[src/rtl/vga_timing_gen.sv]
// VGA raster timing generator: pixel-rate divider, x/y coordinate counters,
// registered sync/blank decode and frame strobes for the drawing logic.
module vga_timing_gen #(
    parameter int   CLK_DIV  = 4,
    parameter int   H_ACTIVE = 640,
    parameter int   H_FP     = 16,
    parameter int   H_SYNC   = 96,
    parameter int   H_BP     = 48,
    parameter int   V_ACTIVE = 480,
    parameter int   V_FP     = 10,
    parameter int   V_SYNC   = 2,
    parameter int   V_BP     = 33,
    parameter logic SYNC_POL = 1'b0,
    parameter int   CNT_W    = 10
) (
    input  logic             clk,
    input  logic             reset,
    output logic [CNT_W-1:0] xc_o,
    output logic [CNT_W-1:0] yc_o,
    output logic             hsync_o,
    output logic             vsync_o,
    output logic             video_on_o,
    output logic             pixel_tick_o,
    output logic             vblank_start_o,
    output logic             frame_end_o
);

    localparam int H_TOTAL = H_ACTIVE + H_FP + H_SYNC + H_BP;
    localparam int V_TOTAL = V_ACTIVE + V_FP + V_SYNC + V_BP;
    localparam int DIV_W   = $clog2(CLK_DIV);

    localparam logic [DIV_W-1:0] DIV_MAX  = DIV_W'(CLK_DIV - 1);
    localparam logic [CNT_W-1:0] H_MAX    = CNT_W'(H_TOTAL - 1);
    localparam logic [CNT_W-1:0] V_MAX    = CNT_W'(V_TOTAL - 1);
    localparam logic [CNT_W-1:0] H_ACT    = CNT_W'(H_ACTIVE);
    localparam logic [CNT_W-1:0] V_ACT    = CNT_W'(V_ACTIVE);
    localparam logic [CNT_W-1:0] H_LAST   = CNT_W'(H_ACTIVE - 1);
    localparam logic [CNT_W-1:0] V_LAST   = CNT_W'(V_ACTIVE - 1);
    localparam logic [CNT_W-1:0] HS_START = CNT_W'(H_ACTIVE + H_FP);
    localparam logic [CNT_W-1:0] HS_END   = CNT_W'(H_ACTIVE + H_FP + H_SYNC - 1);
    localparam logic [CNT_W-1:0] VS_START = CNT_W'(V_ACTIVE + V_FP);
    localparam logic [CNT_W-1:0] VS_END   = CNT_W'(V_ACTIVE + V_FP + V_SYNC - 1);

    logic [DIV_W-1:0] div_q, div_d;
    logic [CNT_W-1:0] xc_q, xc_d, yc_q, yc_d;
    logic             tick_q, tick_d;
    logic             hsync_q, hsync_d, vsync_q, vsync_d;
    logic             video_on_q, video_on_d;
    logic             vblank_q, vblank_d, frame_end_q, frame_end_d;

    always_comb begin
        div_d  = (div_q == DIV_MAX) ? '0 : div_q + DIV_W'(1);
        tick_d = (div_q == DIV_MAX);

        xc_d = xc_q;
        yc_d = yc_q;
        if (tick_q) begin
            if (xc_q == H_MAX) begin
                xc_d = '0;
                yc_d = (yc_q == V_MAX) ? '0 : yc_q + CNT_W'(1);
            end else begin
                xc_d = xc_q + CNT_W'(1);
            end
        end

        // Decode from the next coordinates so outputs line up with xc/yc.
        hsync_d    = ((xc_d >= HS_START) && (xc_d <= HS_END)) ? SYNC_POL : ~SYNC_POL;
        vsync_d    = ((yc_d >= VS_START) && (yc_d <= VS_END)) ? SYNC_POL : ~SYNC_POL;
        video_on_d = (xc_d < H_ACT) && (yc_d < V_ACT);

        // Strobes are high during the tick clk of the pixel they mark.
        vblank_d    = tick_d && (xc_d == H_LAST) && (yc_d == V_LAST);
        frame_end_d = tick_d && (xc_d == H_MAX) && (yc_d == V_MAX);
    end

    always_ff @(posedge clk or posedge reset) begin
        if (reset) begin
            div_q       <= '0;
            tick_q      <= 1'b0;
            xc_q        <= '0;
            yc_q        <= '0;
            hsync_q     <= ~SYNC_POL;
            vsync_q     <= ~SYNC_POL;
            video_on_q  <= 1'b0;
            vblank_q    <= 1'b0;
            frame_end_q <= 1'b0;
        end else begin
            div_q       <= div_d;
            tick_q      <= tick_d;
            xc_q        <= xc_d;
            yc_q        <= yc_d;
            hsync_q     <= hsync_d;
            vsync_q     <= vsync_d;
            video_on_q  <= video_on_d;
            vblank_q    <= vblank_d;
            frame_end_q <= frame_end_d;
        end
    end

    assign xc_o           = xc_q;
    assign yc_o           = yc_q;
    assign hsync_o        = hsync_q;
    assign vsync_o        = vsync_q;
    assign video_on_o     = video_on_q;
    assign pixel_tick_o   = tick_q;
    assign vblank_start_o = vblank_q;
    assign frame_end_o    = frame_end_q;

endmodule

[config.mk]
export PLATFORM = sky130hd
export DESIGN_NAME = vga_timing_gen
export DESIGN_NICKNAME = d
export VERILOG_FILES = /design/src/rtl/vga_timing_gen.sv
export SDC_FILE = /design/constraint.sdc
export NUM_CORES = 1
export LEC_CHECK = 0
export ABC_AREA = 1
export CORE_ASPECT_RATIO = 0.9
export CORE_MARGIN = 2
export CORE_UTILIZATION = 24
export DETAILED_ROUTE_END_ITERATION = 10
export MAX_ROUTING_LAYER = met4
export PLACE_DENSITY = 0.48
export SLEW_MARGIN = 0
export SYNTH_ARGS = -nofsm -noshare
export SYNTH_HDL_FRONTEND = slang
export SYNTH_SLANG_ARGS = --single-unit
[constraint.sdc]
create_clock -name clk -period 2.02 [get_ports clk]
set_input_delay 0.202 -clock clk [delete_from_list [all_inputs] [get_ports clk]]
set_output_delay 0.202 -clock clk [all_outputs]
set_load 0.05 [all_outputs]
==> out/qor.txt <==
number of global-route vias before repair: 1,760
count leader, synth: nand2_1
Critical Path RT: 1.82 ns
Compound-Gate Fraction of Synth Area: 3.22%
multiplexer share of the synthesized area: 0%
WS Path Type: flop to output pin
Pre-antenna DRT Iters: 4
crit path DAT: 1.70 ns
Via density: 4.35
CTS sink cnt: 28
Cell Rows: 30
syn nets: 289
first-pass GRT wire length: 8560 um
initial drt markers: 95
Synth top cells by count: nand2_1, inv_1, nor2_1
post-CTS setup buffer count: 0
yosys warns: 0
CTS Hold Bufs: 0
Die H: 87.6 um
H-tree depth: 1
Power Density: 423 mW/mm^2
Post-synth EDFFs: 0
asr flop ratio synth: 100%
Worst setup SP type: flop
Slew HR: 66.0%
total of fill cells in the finished design: 823
Clock Skew: 0.00644 ns
post-synthesis area per instance: 6.59 um^2
Fmax: 0.525 GHz
largest family of logic cells by synthesized area: simple AND/OR/NAND/NOR gates
final net count: 325
drt wl/cell: 12.2 um
crit share post-route: 94.2%
Final HPWL DP: 4060 um
Die Wd: 96.9 um
worst vdd ir: 0.247 mV
clock latency on the worst-skew pair: 0.28 ns
Synth area leader: dfrtp_1
Worst-Margin Slew: 0.509 ns
CTS tree: yes
synthesized area: 0.00187 mm^2
DRC viols: 0
post-route ant nets: 0
Slew Limit Fails: 0
post-synthesis instance total: 283
number of synthesized register bits: 28
MaxCap Viol Count: 0
crit path time final: 1.90 ns
Initial Util: 24.7%
part of the Yosys area used for sequential elements: 37.7%
hold_ws: 0.276 ns
# port buffers: 27
Remaining Overflow, GRT: 0
area delta synth->final: 30.0%
final wirelength: 5040 um
GPL Wtd Cong: 0.900
clk buf depth: 2
Ant. Diodes: 0
simple-gate share of the synthesized area: 43.8%
Post-CTS Resized: 0
Final setup viols: 0
Reg clk slew, reported paths: 0.10 ns
GRT Util Overall: 12.8%
initial antenna violation count: 0
count of final hold-check violations: 0
# IOs: 28
Via Count: 1,801
layout cell share with drive strength beyond 1: 16.4%
Distinct cells, synth: 22
pin count of the biggest net entering global routing: 29
Num CTS Buffers: 3
Worst Path Max Fanout: 5
top cells by area, synth: dfrtp_1, nand2_1, inv_1, nand3_1, nor2_1
post-synthesis xor/xnor area fraction: 0.939%
core area: 0.00754 mm^2
top_reg_cell synth: dfrtp_1
CP endpoint kind: output pin
Synth top area share: 34.9%
Leak: 1.21 nW
Sum Neg Setup Slack: 0 ns
CTS Root Cell: clkbuf_8
Hold Path Class: input pin to async pin
outcome: finished, final reports clean
die area: 0.00850 mm^2
RSZ-0062 raised after global routing: false
Synth Area in Adders: 2.68%
-- final cells by class --
| type | instances | area, um^2 | area share (%) |
|---|---|---|---|
| Multi-Input combinational cell | 198 | 1000 | 41.4 |
| Timing Repair Buffer | 34 | 320 | 13.2 |
| Clock buffer | 3 | 41.3 | 1.70 |
| Inverter | 54 | 203 | 8.36 |
| Clock inverter | 1 | 30.0 | 1.24 |
| Sequential cell | 28 | 707 | 29.2 |
| Tap cell | 96 | 120 | 4.95 |
-- power by group --
part / switching (mW) / internal (mW) / total [mW]
combinational: 0.0111 / 0.00309 / 0.0142
clock: 0.186 / 0.265 / 0.451
sequential: 0 / 0.560 / 0.560
-- worst paths after layout --
kind	start	to	slack, ns	cells after the start
hold reg to reg	div_q[0]	div_q[0]	0.44	1
max in group asynchronous	reset	vsync_o	1.43	3
setup reg to reg	xc_o[0]	frame_end_o	0.17	10
setup / recovery	xc_o[6]	xc_o[6]	0.12	2
hold / removal	reset	xc_o[4]	0.28	3
min in group clk	div_q[0]	div_q[0]	0.44	1
-- critical path: stages (launching register included) --
cell and delay (ns):
dfrtp_1 0.45, buf_4 0.17, clkdlybuf4s50_1 0.81
-- cells by family after synthesis --
| group | Yosys count |
|---|---|
| flip-flops | 28 |
| XOR/XNOR | 2 |
| AND/OR/NAND/NOR | 181 |
| adder cells (fa/ha/maj) | 4 |
| buffers and inverters | 57 |
| AO/OA/AOI/OAI | 11 |
-- through the flow --
stage	setup WS, ns	std cells	cell area, um^2	power (mW)	util, %
final	0.117	414	2420	1.03	32.1
after global routing	0.00864	414	2420	1.07	32.1
after CTS	0.0812	414	2360	1.05	31.3
after detailed placement	0.104	410	2290	0.587	30.4
after global placement	0.0610	410	2290	0.587	30.4
after floorplan	0.00773	283	1870	0.579	-
-- registers in the layout, summed over array words and instances (netlist names) --
signal / count
div_q: 2
frame_end_o: 1
hsync_o: 1
pixel_tick_o: 1
vblank_start_o: 1
video_on_o: 1
vsync_o: 1
xc_o: 10
yc_o: 10
-- cells in the final DEF, fill, tap and decap left out --
master	count
ha_1	2
nand3_1	25
o21bai_1	2
bufinv_16	1
nor3_2	2
inv_1	49
nand4_1	12
dfstp_2	2
inv_2	4
nor2_1	26
buf_4	8
nand2_2	9
or2_2	1
ha_4	2
dfrtp_2	3
nand2_1	89
nor3_4	1
clkinv_1	1
o21ai_0	7
nand3_2	4
clkdlybuf4s50_1	26
xor2_1	2
nor2_4	1
a21oi_1	2
clkbuf_8	3
dfrtp_1	23
nor2_2	11
-- metal layers --
| metal | wire length (um) | up-vias | share of wire, % | track usage (%) |
|---|---|---|---|---|
| li1 | - | 940 | - | - |
| met1 | 2560 | 819 | 51 | 17.3 |
| met2 | 2200 | 38 | 44 | 19.9 |
| met3 | 225 | 4 | 4.5 | 2.47 |
| met4 | 45 | 0 | 0.89 | 2.82 |
| met5 | 0 | - | 0 | - |
Power figures use the tool's default switching activity.
